File: config.mk
export PLATFORM = sky130hd
export DESIGN_NAME = radar_burst_controller
export DESIGN_NICKNAME = d
export VERILOG_FILES = /design/src/rtl/radar_burst_controller.sv
export SDC_FILE = /design/constraint.sdc
export NUM_CORES = 1
export LEC_CHECK = 0
export BUFFER_PORTS_ARGS = -buffer_cell sky130_fd_sc_hd__buf_2
export CORE_UTILIZATION = 40
export CTS_CLUSTER_DIAMETER = 200
export DETAILED_ROUTE_END_ITERATION = 6
export GPL_TIMING_DRIVEN = 0
export SLEW_MARGIN = 20
export SYNTH_ARGS = -nofsm -noshare
export SYNTH_HDL_FRONTEND = slang
export SYNTH_SLANG_ARGS = --single-unit
File: constraint.sdc
create_clock -name aclk -period 3.2 [get_ports aclk]
set_input_delay 0.48 -clock aclk [delete_from_list [all_inputs] [get_ports aclk]]
set_output_delay 0.48 -clock aclk [all_outputs]
set_load 0.005 [all_outputs]
File: src/rtl/radar_burst_controller.sv
// radar_burst_controller
//   Sequences bursts of N chirps (or continuous pulses) at a programmable
//   pulse repetition period, gates per-channel ADC capture, optionally hands
//   each pulse to the TX path, and supervises the DAC with a chirp timeout.
// Ports:
//   aclk, aresetn        clock, synchronous active-low reset
//   arm, abort           start (sampled in IDLE) / stop (any state)
//   continuous, tx_en,
//   prp_count, collect_count, pulses_per_burst, ch_mask
//                        burst config, latched on IDLE->ACTIVE
//   chirp_ready/done     DAC handshake
//   data_tx_ready/done   TX handshake
//   chirp_init/enable, adc_enable, data_tx_init/enable, busy,
//   pulse_index, burst_done, timeout_err   registered status/control outputs
module radar_burst_controller #(
  parameter int CNT_W         = 32,
  parameter int NUM_CH        = 2,
  parameter int PROC_CYCLES   = 2,
  parameter int OVH_CYCLES    = 2,
  parameter int CHIRP_TIMEOUT = 65536
) (
  input  logic              aclk,
  input  logic              aresetn,
  input  logic              arm,
  input  logic              abort,
  input  logic              continuous,
  input  logic              tx_en,
  input  logic [CNT_W-1:0]  prp_count,
  input  logic [CNT_W-1:0]  collect_count,
  input  logic [15:0]       pulses_per_burst,
  input  logic [NUM_CH-1:0] ch_mask,
  input  logic              chirp_ready,
  input  logic              chirp_done,
  input  logic              data_tx_ready,
  input  logic              data_tx_done,
  output logic              chirp_init,
  output logic              chirp_enable,
  output logic [NUM_CH-1:0] adc_enable,
  output logic              data_tx_init,
  output logic              data_tx_enable,
  output logic              busy,
  output logic [15:0]       pulse_index,
  output logic              burst_done,
  output logic              timeout_err
);

  localparam int TO_W = $clog2(CHIRP_TIMEOUT + 1);
  localparam logic [CNT_W-1:0] ONE     = CNT_W'(1);
  localparam logic [CNT_W-1:0] PROC_LD = CNT_W'(PROC_CYCLES);
  localparam logic [CNT_W-1:0] OVH_LD  = CNT_W'(OVH_CYCLES);
  localparam logic [TO_W-1:0]  TO_LIM  = TO_W'(CHIRP_TIMEOUT);

  typedef enum logic [2:0] {
    IDLE, ACTIVE, CHIRP, COLLECT, PROCESS, WAIT_TX, TRANSMIT, OVERHEAD
  } state_t;

  state_t state_q, state_d;
  logic [CNT_W-1:0]  cnt_q, cnt_d, cnt_dec;
  logic [TO_W-1:0]   tcnt_q, tcnt_d;
  logic [15:0]       pidx_q, pidx_d;
  logic              terr_q, terr_d, bdone_d;
  // latched burst configuration (zero counts already promoted to 1)
  logic              cont_q, cont_d, txen_q, txen_d;
  logic [CNT_W-1:0]  prp_q, prp_d, coll_q, coll_d;
  logic [15:0]       n_q, n_d;
  logic [NUM_CH-1:0] mask_q, mask_d;

  assign cnt_dec     = (cnt_q == '0) ? '0 : cnt_q - ONE;
  assign pulse_index = pidx_q;
  assign timeout_err = terr_q;

  always_comb begin
    state_d = state_q;
    cnt_d   = cnt_q;
    tcnt_d  = tcnt_q;
    pidx_d  = pidx_q;
    terr_d  = terr_q;
    bdone_d = 1'b0;
    cont_d  = cont_q;
    txen_d  = txen_q;
    prp_d   = prp_q;
    coll_d  = coll_q;
    n_d     = n_q;
    mask_d  = mask_q;
    case (state_q)
      IDLE: if (arm && chirp_ready && !abort) begin
        state_d = ACTIVE;
        cont_d  = continuous;
        txen_d  = tx_en;
        prp_d   = (prp_count == '0) ? ONE : prp_count;
        coll_d  = (collect_count == '0) ? ONE : collect_count;
        n_d     = (pulses_per_burst == 16'd0) ? 16'd1 : pulses_per_burst;
        mask_d  = ch_mask;
        cnt_d   = (prp_count == '0) ? ONE : prp_count;
        pidx_d  = 16'd0;
        terr_d  = 1'b0;
      end
      // counter value 1 is the last cycle; 0 means waiting on chirp_ready
      ACTIVE: begin
        cnt_d = cnt_dec;
        if (cnt_q <= ONE && chirp_ready) begin
          state_d = CHIRP;
          tcnt_d  = TO_W'(1);
        end
      end
      // chirp_done wins over a timeout expiring in the same cycle
      CHIRP: begin
        if (chirp_done) begin
          state_d = COLLECT;
          cnt_d   = coll_q;
        end else if (tcnt_q >= TO_LIM) begin
          state_d = OVERHEAD;
          cnt_d   = OVH_LD;
          terr_d  = 1'b1;
        end else begin
          tcnt_d = tcnt_q + TO_W'(1);
        end
      end
      COLLECT: begin
        cnt_d = cnt_dec;
        if (cnt_q <= ONE) begin
          state_d = PROCESS;
          cnt_d   = PROC_LD;
        end
      end
      PROCESS: begin
        cnt_d = cnt_dec;
        if (cnt_q <= ONE) begin
          state_d = txen_q ? WAIT_TX : OVERHEAD;
          cnt_d   = txen_q ? '0 : OVH_LD;
        end
      end
      WAIT_TX: if (data_tx_ready) state_d = TRANSMIT;
      // data_tx_init is high only in the first TRANSMIT cycle; a done
      // seen there belongs to a previous transfer and is ignored
      TRANSMIT: if (data_tx_done && !data_tx_init) begin
        state_d = OVERHEAD;
        cnt_d   = OVH_LD;
      end
      OVERHEAD: begin
        cnt_d = cnt_dec;
        if (cnt_q <= ONE) begin
          if (terr_q) begin
            state_d = IDLE;
          end else if (cont_q || pidx_q != n_q - 16'd1) begin
            state_d = ACTIVE;
            pidx_d  = pidx_q + 16'd1;
            cnt_d   = prp_q;
          end else begin
            state_d = IDLE;
            bdone_d = 1'b1;
          end
        end
      end
      default: state_d = IDLE;
    endcase
    // abort overrides everything, including a timeout in the same cycle
    if (abort) begin
      state_d = IDLE;
      bdone_d = 1'b0;
      pidx_d  = pidx_q;
      terr_d  = terr_q;
    end
  end

  // outputs are decoded from the next state so they line up with state_q
  always_ff @(posedge aclk) begin
    if (!aresetn) begin
      state_q        <= IDLE;
      cnt_q          <= '0;
      tcnt_q         <= '0;
      pidx_q         <= '0;
      terr_q         <= 1'b0;
      cont_q         <= 1'b0;
      txen_q         <= 1'b0;
      prp_q          <= ONE;
      coll_q         <= ONE;
      n_q            <= 16'd1;
      mask_q         <= '0;
      chirp_init     <= 1'b0;
      chirp_enable   <= 1'b0;
      adc_enable     <= '0;
      data_tx_init   <= 1'b0;
      data_tx_enable <= 1'b0;
      busy           <= 1'b0;
      burst_done     <= 1'b0;
    end else begin
      state_q        <= state_d;
      cnt_q          <= cnt_d;
      tcnt_q         <= tcnt_d;
      pidx_q         <= pidx_d;
      terr_q         <= terr_d;
      cont_q         <= cont_d;
      txen_q         <= txen_d;
      prp_q          <= prp_d;
      coll_q         <= coll_d;
      n_q            <= n_d;
      mask_q         <= mask_d;
      chirp_init     <= (state_d == CHIRP) && (state_q != CHIRP);
      chirp_enable   <= (state_d == CHIRP);
      adc_enable     <= mask_d & {NUM_CH{(state_d == CHIRP) || (state_d == COLLECT)}};
      data_tx_init   <= (state_d == TRANSMIT) && (state_q != TRANSMIT);
      data_tx_enable <= (state_d == TRANSMIT);
      busy           <= (state_d != IDLE);
      burst_done     <= bdone_d;
    end
  end

endmodule

==> impl_metrics.env, run 1 <==
export IMPL_synth_distinct_cells=87
export IMPL_total_power_mw=5.13
export IMPL_maxSlewHeadroom_pct=42.2
export IMPL_mostFrequentLayoutCell="nand2_1"
export IMPL_grt_pass1_wl_um=47200
export IMPL_fin_crit_ns=3.23
export IMPL_dp_hpwl_um=22200
export IMPL_drv_cap=0
export IMPL_grt_ovfl_total=0
export IMPL_outcome="finished, violations left"
export IMPL_cts_tree="done"
export IMPL_min_period_over_period_pct=101
export IMPL_layout_setup_ws_ns=-0.0293
export IMPL_cp_required_ns=3.57
export IMPL_cellLeakagePower_nw=4.12
export IMPL_fp_dieH_um=150
export IMPL_syn_nets=1236
export IMPL_grtUsageTotal_pct=27.6
export IMPL_reg2reg_from="n_q[1]"
export IMPL_final_util_pct=51.1
export IMPL_reg2reg_slack_ns=-0.03
export IMPL_via_per_inst=5.84
export IMPL_start_util_pct=41.1
export IMPL_layout_common_cells="nand2_1, dfxtp_1, buf_2"
export IMPL_numCtsBuffers=17
export IMPL_cts_hold_buffers_added=0
export IMPL_r2r_end="cnt_q[25]"
export IMPL_crit_path_end_kind="flop"
export IMPL_routed_via_count=9200
export IMPL_fin_skew_ns=0.0109
export IMPL_hold_viol_final=0
export IMPL_htree_num_levels=4
export IMPL_cts_sinks=161
export IMPL_switchingPower_mw=1.51
export IMPL_p_sw_share_pct=29.5
export IMPL_comb_power_share_pct=17.9
export IMPL_wl_per_cell_um=19.4
export IMPL_first_iter_violations=675
export IMPL_drtAntennaViolNets=0
export IMPL_antenna_found_initial=0
export IMPL_nNetsFinal=1385
export IMPL_synth_edff_count=0
export IMPL_route_detailed_drc=0
export IMPL_rows=53
export IMPL_ys_seq_area_share_pct=37.0
export IMPL_crit_fanout=6
export IMPL_drive_gt1_share_pct=22.1
export IMPL_core_area_um2=21200
export IMPL_arrival_ns=3.60
export IMPL_holdPathStages=3
export IMPL_synth_top_flop_cell="dfxtp_1"
export IMPL_die_area_um2=22400
export IMPL_hold_start="collect_count[28]"
export IMPL_syn_inst=1139
export IMPL_synthToLayoutAreaGrowth_pct=24.4
export IMPL_portBuffers=115
export IMPL_startpoint_type="flop"
export IMPL_ff2ff_path_depth=12
export IMPL_vdd_drop_max_mv=0.361
export IMPL_io_pins=117
export IMPL_gp_congestion=0.946
export IMPL_root_buffer="clkbuf_16"
export IMPL_postSynthAreaPerCell_um2=7.66
export IMPL_violations="negative setup slack"
export IMPL_firstDrtPassIters=5
export IMPL_ys_ff_latch=161
export IMPL_fmax_mhz=310
export IMPL_p_seq_share_pct=41.7
export IMPL_hold_path_class="input port to flop"
export IMPL_antennaDiodeCount=0
export IMPL_routed_wl_um=30700
export IMPL_insertion_delay_ns=0.44
export IMPL_power_density_nw_per_um2=473
export IMPL_p_clk_share_pct=40.4
export IMPL_grt_max_degree=17
export IMPL_internal_power_mw=3.62
export IMPL_die_x_um=150
export IMPL_ys_warn_count=0
export IMPL_finalSetupViolCount=10
export IMPL_rsz0062_at_grt="true"
export IMPL_synth_area_um2=8720
export IMPL_hold_end="coll_q[28]"
export IMPL_async_reset_ff_share_pct=0
export IMPL_slew_violations=0
export IMPL_grt_pass1_vias=8434
export IMPL_clock_path_buffers=2
export IMPL_worstSetupPathType="flop to flop"
export IMPL_tightestPinTransition_ns=0.867
export IMPL_clkTransAtPathRegs_ns=0.07
-- worst max-delay path by stage --
stage	startpoint	end
6_report	n_q[1]	cnt_q[25]
4_1_cts	n_q[3]	cnt_q[25]
5_1_grt	n_q[0]	pulse_index[9]
3_5_place_dp	n_q[0]	cnt_q[19]
2_1_floorplan	n_q[0]	pulse_index[5]
3_3_place_gp	n_q[0]	cnt_q[19]
-- metrics by stage --
| step | setup slack [ns] | TNS [ns] | cells | cell area [um2] | hold WS, ns |
|---|---|---|---|---|---|
| after floorplan | 0.0863 | 0 | 1139 | 8720 | 0.434 |
| after global placement | -0.725 | -23.36 | 1529 | 9640 | 0.443 |
| after detailed placement | -0.783 | -26.59 | 1529 | 9640 | 0.448 |
| after CTS | -0.0709 | -0.659 | 1569 | 10500 | 0.275 |
| after global routing | -0.121 | -1.35 | 1576 | 10800 | 0.285 |
| final | -0.0293 | -0.134 | 1576 | 10800 | 0.281 |
-- cells by family (layout without fill, tap and decap cells) --
family                   after synthesis  after routing  share of synthesized area [%]
AND/OR/NAND/NOR                      521            521                           28.6
adder cells (fa/ha/maj)                5              5                          0.717
XOR/XNOR                              60             60                           6.03
multiplexers                           8              8                          0.918
AO/OA/AOI/OAI                        284            284                           21.4
buffers and inverters                100            262                           5.38
flip-flops                           161            161                           37.0
-- power by group through the flow --
| stage | clock (mW) | sequential (mW) | combinational, mW |
|---|---|---|---|
| floorplan | 0 | 2.16 | 0.533 |
| global placement | 0 | 2.18 | 0.778 |
| detailed placement | 0 | 2.18 | 0.783 |
| CTS | 2.10 | 2.13 | 0.848 |
| global route | 2.18 | 2.15 | 0.995 |
| finish | 2.07 | 2.14 | 0.916 |
-- area by class of cell --
cell class	count	area (um2)
fillers	2120	10400
multi-input cells	878	5440
plain buffers	73	384
clock buffers	20	457
clock inverters	12	134
repair buffers	136	779
well taps	275	344
flip-flops and latches	161	3230
inverters	21	78.8
-- worst max-delay path: stages (launching register included) --
cell	delay [ns]
dfxtp_2	0.36
inv_2	0.08
ha_4	0.15
or4b_4	0.54
nor4_4	0.20
mux2i_1	0.26
a311oi_2	0.11
or4_4	0.63
a211oi_4	0.29
buf_6	0.22
buf_12	0.14
nand2_2	0.05
a21oi_2	0.13
-- flip-flops by register name, summed over array words and instances (netlist names), 2 cells and up --
name and count:
adc_enable 2, cnt_q 32, coll_q 32, mask_q 2
n_q 16, prp_q 32, pulse_index 16, state_q 3
tcnt_q 17
-- per-layer routing --
metal  global-route usage [%]  part of all wire [%]  vias to the layer above
met5                        0                     0                        -
met4                     10.9                   3.2                        0
met3                     4.39                   6.5                       69
met2                     45.2                    47                      401
met1                     36.2                    44                     4332
li1                         -                     -                     4398
-- synth_stat cells, types with 20 or more instances --
cell,count,area (um2)
o21ai_0,40,200
xnor2_1,37,324
xor2_1,23,201
clkbuf_1,59,221
a221oi_1,26,228
nand3_1,20,100
nor4_1,36,225
inv_1,21,78.8
nor2_1,80,300
o211ai_1,23,173
or3_1,26,163
nand2_1,249,935
a21oi_1,121,606
nand4_1,23,144
dfxtp_1,161,3220
-- repair_timing --
action	CTS	global route
setup endpoints to repair	69	77
cloned	2	1
buffers inserted	9	10
gates resized for setup	40	68
pin swaps	19	21
Note: power is estimated with default switching activity, not from simulation.
==> inputs of run 2 (changes only) <==
- ABC_AREA: default -> 1
- CELL_PAD_IN_SITES_DETAIL_PLACEMENT: default -> 1
- CELL_PAD_IN_SITES_GLOBAL_PLACEMENT: default -> 2
- CORE_UTILIZATION: 40 -> 29
- PLACE_DENSITY_LB_ADDON: default -> 0.1
==> impl_metrics.env, run 2 <==
export IMPL_comb_power_share_pct=23.0
export IMPL_ys_warn_count=0
export IMPL_gp_congestion=0.866
export IMPL_synth_most_common_cell="nand2_1"
export IMPL_power_density_nw_per_um2=482
export IMPL_cts_sinks=161
export IMPL_crit_chain="buf_2, nor2_1, inv_2, nor2_1, inv_1, a21oi_1, inv_1, clkbuf_1, o21ai_0, inv_1, nand2_1, a21oi_2"
export IMPL_grt_pass1_wl_um=60700
export IMPL_drive_gt1_share_pct=15.6
export IMPL_numCtsBuffers=17
export IMPL_core_area_um2=32900
export IMPL_critPathTopFamily="compound AO/OA/AOI/OAI gates"
export IMPL_wl_per_cell_um=18.7
export IMPL_yosys_area_top_type="dfxtp_1"
export IMPL_worstSetupPathType="flop to flop"
export IMPL_vdd_drop_max_mv=0.395
export IMPL_via_per_inst=4.90
export IMPL_fmax_mhz=333
export IMPL_p_seq_share_pct=39.1
export IMPL_route_detailed_drc=0
export IMPL_hold_end="cont_q"
export IMPL_firstDrtPassIters=5
export IMPL_internal_power_mw=3.54
export IMPL_rows=66
export IMPL_slew_violations=0
export IMPL_min_period_over_period_pct=93.9
export IMPL_syn_inst=1500
export IMPL_grt_max_degree=18
export IMPL_mostFrequentLayoutCell="nand2_1"
export IMPL_antenna_found_initial=0
export IMPL_syn_nets=1597
export IMPL_fin_crit_ns=3.01
export IMPL_crit_top_cell="inv_1"
export IMPL_tightestPinTransition_ns=1.02
export IMPL_die_area_um2=34400
export IMPL_htree_num_levels=4
export IMPL_hold_path_class="input port to flop"
export IMPL_fp_dieH_um=186
export IMPL_switchingPower_mw=1.99
export IMPL_post_cts_buffers=0
export IMPL_r2r_end="cnt_q[0]"
export IMPL_cp_required_ns=3.51
export IMPL_cellLeakagePower_nw=5.01
export IMPL_synthSimpleGateAreaFrac_pct=33.7
export IMPL_reg2reg_from="state_q[2]"
export IMPL_hold_start="continuous"
export IMPL_arrival_ns=3.32
export IMPL_synth_mux_area_share_pct=0
export IMPL_synthToLayoutAreaGrowth_pct=17.6
export IMPL_layout_common_cells="nand2_1, inv_1, a21oi_1"
export IMPL_fin_tns_setup_ns=0
export IMPL_ys_seq_area_share_pct=33.0
export IMPL_synth_top_flop_cell="dfxtp_1"
export IMPL_cts_tree="done"
export IMPL_clock_path_buffers=2
export IMPL_p_sw_share_pct=36.0
export IMPL_synthTopCellsByCount="nand2_1, inv_1, a21oi_1, dfxtp_1, nor2_1"
export IMPL_drtAntennaViolNets=0
export IMPL_nFillCells=4350
export IMPL_root_buffer="clkbuf_16"
export IMPL_netlist_area_leader_share_pct=33.0
export IMPL_hold_viol_final=0
export IMPL_critPathMaxStageDelay_ns=0.79
export IMPL_synth_area_um2=9780
export IMPL_rsz0062_at_grt="false"
export IMPL_synth_distinct_cells=52
export IMPL_p_clk_share_pct=37.9
export IMPL_grt_ovfl_total=0
export IMPL_io_pins=117
export IMPL_synth_xor_area_share_pct=3.85
export IMPL_synth_compound_area_share_pct=17.9
export IMPL_ys_ff_latch=161
export IMPL_critPathSlowestCell="a21oi_1"
export IMPL_startpoint_type="flop"
export IMPL_fin_skew_ns=0.00798
export IMPL_outcome="complete, no violations"
export IMPL_crit_fanout=10
export IMPL_reg2reg_slack_ns=0.19
export IMPL_die_x_um=186
export IMPL_multi_input_area_um2=5490
export IMPL_start_util_pct=29.7
export IMPL_synth_edff_count=0
export IMPL_seq_area_um2=3220
export IMPL_async_reset_ff_share_pct=0
export IMPL_total_power_mw=5.54
export IMPL_ff2ff_path_depth=12
export IMPL_routed_wl_um=39000
export IMPL_drv_cap=0
export IMPL_synth_top_family_by_area="simple AND/OR/NAND/NOR gates"
export IMPL_holdPathStages=3
export IMPL_finalSetupViolCount=0
export IMPL_synth_area_top_cells="dfxtp_1, nand2_1, a21oi_1, inv_1, nor2_1"
export IMPL_portBuffers=116
export IMPL_maxSlewHeadroom_pct=31.9
export IMPL_dp_hpwl_um=30700
export IMPL_routed_via_count=10200
export IMPL_reg_top3="cnt_q: 32 flops, coll_q: 32 flops, prp_q: 32 flops"
export IMPL_first_iter_violations=454
export IMPL_crit_path_end_kind="flop"
export IMPL_grtUsageTotal_pct=23.6
export IMPL_antennaDiodeCount=0
export IMPL_path_buf_inv=6
export IMPL_clkTransAtPathRegs_ns=0.07
export IMPL_nNetsFinal=1732
export IMPL_synth_fa_ha_area_share_pct=0.640
export IMPL_grt_pass1_vias=10500
export IMPL_insertion_delay_ns=0.46
export IMPL_postSynthAreaPerCell_um2=6.52
==> run 2: changes by cell type in the layout (fill, tap and decap cells not counted), moves of 13 or more <==
cell,before,now
a21oi_1,107,167
and3_1,14,1
buf_4,19,3
inv_1,20,191
inv_2,1,15
nand2_1,240,303
nand3_1,19,95
nor2_1,79,151
nor2_2,0,19
o211ai_1,23,2
o21ai_0,39,103
or3_1,25,0
xnor2_1,37,9
==> run 2: cells by family (layout without fill, tap and decap cells) <==
group                      count (synthesis)  in the layout
AOI/OAI and AO/OA                        320            320
and+or+nand+nor                          700            700
adders and majority gates                  5              5
buffers and inverters                    271            419
DFF                                      161            161
xor gates and xnor gates                  43             43
==> run 2: power by group through the flow <==
stage | sequential, mW | combinational, mW | clock (mW)
after floorplan | 2.18 | 0.866 | 0
after global routing | 2.18 | 1.42 | 2.23
after CTS | 2.17 | 1.27 | 2.15
after detailed placement | 2.21 | 1.26 | 0
final | 2.17 | 1.27 | 2.10
after global placement | 2.21 | 1.25 | 0
==> run 2: per-stage QoR <==
| step | setup slack (ns) | cell area [um2] | hold WS, ns | util, % | std cells |
|---|---|---|---|---|---|
| after floorplan | 1.00 | 9780 | 0.441 | - | 1500 |
| after global placement | 0.169 | 10900 | 0.455 | 33.2 | 2058 |
| after detailed placement | 0.189 | 10900 | 0.470 | 33.2 | 2058 |
| after CTS | 0.176 | 11500 | 0.248 | 35.0 | 2090 |
| after global routing | 0.0228 | 11500 | 0.261 | 35.0 | 2090 |
| final | 0.194 | 11500 | 0.266 | 35.0 | 2090 |
==> run 2: layer usage <==
layer	up-vias	wire length (um)	GRT usage, %
li1	5184	-	-
met1	4867	19900	33.3
met2	175	17500	38.0
met3	23	1230	3.33
met4	0	405	4.59
met5	-	0	0
==> run 2: worst max-delay path by stage <==
stage,startpoint,to,cells past startpoint
floorplan,n_q[0],cnt_q[19],18
global placement,state_q[2],cnt_q[0],12
detailed placement,state_q[2],cnt_q[0],12
CTS,state_q[2],cnt_q[0],12
global route,state_q[2],cnt_q[0],12
finish,state_q[2],cnt_q[0],12
==> run 2: final cells by class <==
type / count / share of cell area (%)
multi-input combinational: 1068 / 47.8
clock buffer: 18 / 3.82
buffer: 62 / 2.45
sequential: 161 / 28.0
timing repair buffer: 116 / 5.05
inverter: 209 / 6.86
clock inverter: 14 / 1.21
tap: 442 / 4.81
==> run 2: worst register-to-register path: stages, from the launching register on <==
cell      delay (ns)
dfxtp_1         0.30
buf_2           0.18
nor2_1          0.17
inv_2           0.07
nor2_1          0.13
inv_1           0.11
a21oi_1         0.79
inv_1           0.24
clkbuf_1        0.41
o21ai_0         0.28
inv_1           0.06
nand2_1         0.08
a21oi_2         0.05
==> run 2: repair_timing <==
| action | CTS | global route |
|---|---|---|
| resized for setup | 0 | 1 |
| setup endpoints to repair | 0 | 10 |
| hold buffers | 0 | 0 |
==> inputs of run 3 (changes only) <==
- ABC_AREA: 1 -> default
- CORE_UTILIZATION: 29 -> 30
==> impl_metrics.env, run 3 (synthesis gave the netlist of run 1 again) <==
export IMPL_core_area_um2=28600
export IMPL_ff2ff_path_depth=10
export IMPL_arrival_ns=3.62
export IMPL_r2r_end="cnt_q[1]"
export IMPL_vdd_drop_max_mv=0.342
export IMPL_worstSetupPathType="flop to flop"
export IMPL_htree_num_levels=4
export IMPL_pre_cts_slack_ns=-0.904
export IMPL_crit_path_end_kind="flop"
export IMPL_hold_viol_final=0
export IMPL_placed_area_um2=9780
export IMPL_outcome="finished, violations left"
export IMPL_reg_top3="cnt_q: 32 flops, coll_q: 32 flops, prp_q: 32 flops"
export IMPL_layout_setup_ws_ns=-0.0620
export IMPL_drtAntennaViolNets=0
export IMPL_final_area_um2=11300
export IMPL_cts_sinks=161
export IMPL_routed_via_count=9222
export IMPL_tightestPinTransition_ns=0.971
export IMPL_layout_common_cells="nand2_1, dfxtp_1, buf_2"
export IMPL_first_iter_violations=461
export IMPL_cts_hold_buffers_added=0
export IMPL_rsz0062_at_grt="true"
export IMPL_crit_top_cell="buf_4"
export IMPL_reg2reg_from="n_q[0]"
export IMPL_finalSetupViolCount=13
export IMPL_fin_skew_ns=0.0247
export IMPL_grt_max_degree=20
export IMPL_numCtsBuffers=17
export IMPL_hold_path_class="input port to flop"
export IMPL_start_util_pct=30.5
export IMPL_cts_tree="done"
export IMPL_routed_wl_um=36800
export IMPL_drv_cap=0
export IMPL_portBuffers=115
export IMPL_total_power_mw=5.29
export IMPL_fmax_mhz=307
export IMPL_mostFrequentLayoutCell="nand2_1"
export IMPL_synthToLayoutAreaGrowth_pct=29.9
export IMPL_hold_end="coll_q[20]"
export IMPL_wl_per_cell_um=21.6
export IMPL_crit_cells=10
export IMPL_path_buf_inv=2
export IMPL_critPathMaxStageDelay_ns=0.54
export IMPL_layoutNonFillerInstCount=1702
export IMPL_root_buffer="clkbuf_16"
export IMPL_fin_tns_setup_ns=-0.370
export IMPL_route_detailed_drc=0
export IMPL_rows=62
export IMPL_fp_dieH_um=172
export IMPL_grt_pass1_vias=9018
export IMPL_dpl_cell_count=1638
export IMPL_critPathSlowestCell="or4_4"
export IMPL_maxSlewHeadroom_pct=35.3
export IMPL_via_per_inst=5.42
export IMPL_grt_ovfl_total=0
export IMPL_cellLeakagePower_nw=4.27
export IMPL_cp_required_ns=3.56
export IMPL_dp_hpwl_um=27000
export IMPL_firstDrtPassIters=5
export IMPL_insertion_delay_ns=0.45
export IMPL_startpoint_type="flop"
export IMPL_hold_start="collect_count[20]"
export IMPL_nNetsFinal=1402
export IMPL_io_pins=117
export IMPL_critPathTopFamily="simple AND/OR/NAND/NOR gates"
export IMPL_min_period_over_period_pct=102
export IMPL_reg2reg_slack_ns=-0.06
export IMPL_slew_violations=0
export IMPL_grt_pass1_wl_um=54600
export IMPL_violations="negative setup slack"
export IMPL_power_density_nw_per_um2=467
export IMPL_fin_crit_ns=3.26
export IMPL_die_area_um2=29800
export IMPL_crit_chain="or4_4, or4b_4, a21boi_2, o2111ai_2, buf_4, nor4_4, buf_4, a21oi_4, or4_1, a31oi_1"
export IMPL_clock_path_buffers=2
export IMPL_clkTransAtPathRegs_ns=0.08
export IMPL_grtUsageTotal_pct=24.8
export IMPL_drive_gt1_share_pct=24.2
export IMPL_antennaDiodeCount=0
export IMPL_antenna_found_initial=0
export IMPL_crit_fanout=6
export IMPL_gp_congestion=0.802
export IMPL_die_x_um=172
export IMPL_holdPathStages=3
==> run 3: cell types whose count changed in the layout (fill, tap and decap cells not counted), moves of 26 or more <==
cell,previous run,this run
xnor2_1,9,37
a21oi_1,167,110
inv_1,191,19
o21ai_0,103,40
or3_1,0,26
nor2_1,151,79
nand3_1,95,17
buf_4,3,29
nand2_1,303,240
==> run 3: metal layers <==
metal | wire length (um) | up-vias | global-route usage, %
met5 | 0 | - | 0
met4 | 1090 | 0 | 9.27
met3 | 1270 | 49 | 3.50
met2 | 17700 | 196 | 42.1
met1 | 16700 | 4541 | 31.7
li1 | - | 4436 | -
==> run 3: worst register-to-register path, cell delays in order (launching register included) <==
cell and delay [ns]:
dfxtp_4 0.37, or4_4 0.54, or4b_4 0.50, a21boi_2 0.15
o2111ai_2 0.14, buf_4 0.19, nor4_4 0.39, buf_4 0.21
a21oi_4 0.08, or4_1 0.44, a31oi_1 0.17
==> run 3: how the worst max path moves through the flow <==
stage	start	to
2_1_floorplan	n_q[0]	pulse_index[5]
5_1_grt	n_q[0]	cnt_q[31]
3_5_place_dp	n_q[0]	cnt_q[25]
3_3_place_gp	n_q[0]	cnt_q[25]
4_1_cts	n_q[2]	cnt_q[15]
6_report	n_q[0]	cnt_q[1]
==> run 3: repair_timing <==
item	4_1_cts	5_1_grt
setup buffers	17	16
pin swaps	17	29
gates cloned	2	3
setup endpoints to repair	150	132
endpoints found under the hold margin	0	0
gates resized for setup	67	71
==> run 3: power by group <==
part / leakage [nW] / total (mW) / switching (mW) / internal [mW]
Combinational: 2.67 / 1.00 / 0.605 / 0.397
Clock: 0.298 / 2.14 / 1.07 / 1.07
Sequential: 1.31 / 2.15 / 0.0826 / 2.07
==> run 3: final cells by class <==
type | instances | area, um2
Tap cell | 384 | 480
Timing Repair Buffer | 153 | 928
Clock buffer | 17 | 425
Inverter | 21 | 81.3
Clock inverter | 15 | 184
Sequential cell | 161 | 3240
Buffer | 73 | 404
Multi-Input combinational cell | 878 | 5590
Fill cell | 3472 | 17300
==> run 3: stage by stage <==
stage | hold slack [ns] | util [%]
finish | 0.276 | 39.6
detailed placement | 0.449 | 34.2
CTS | 0.270 | 38.0
floorplan | 0.434 | -
global placement | 0.443 | 34.2
global route | 0.280 | 39.6
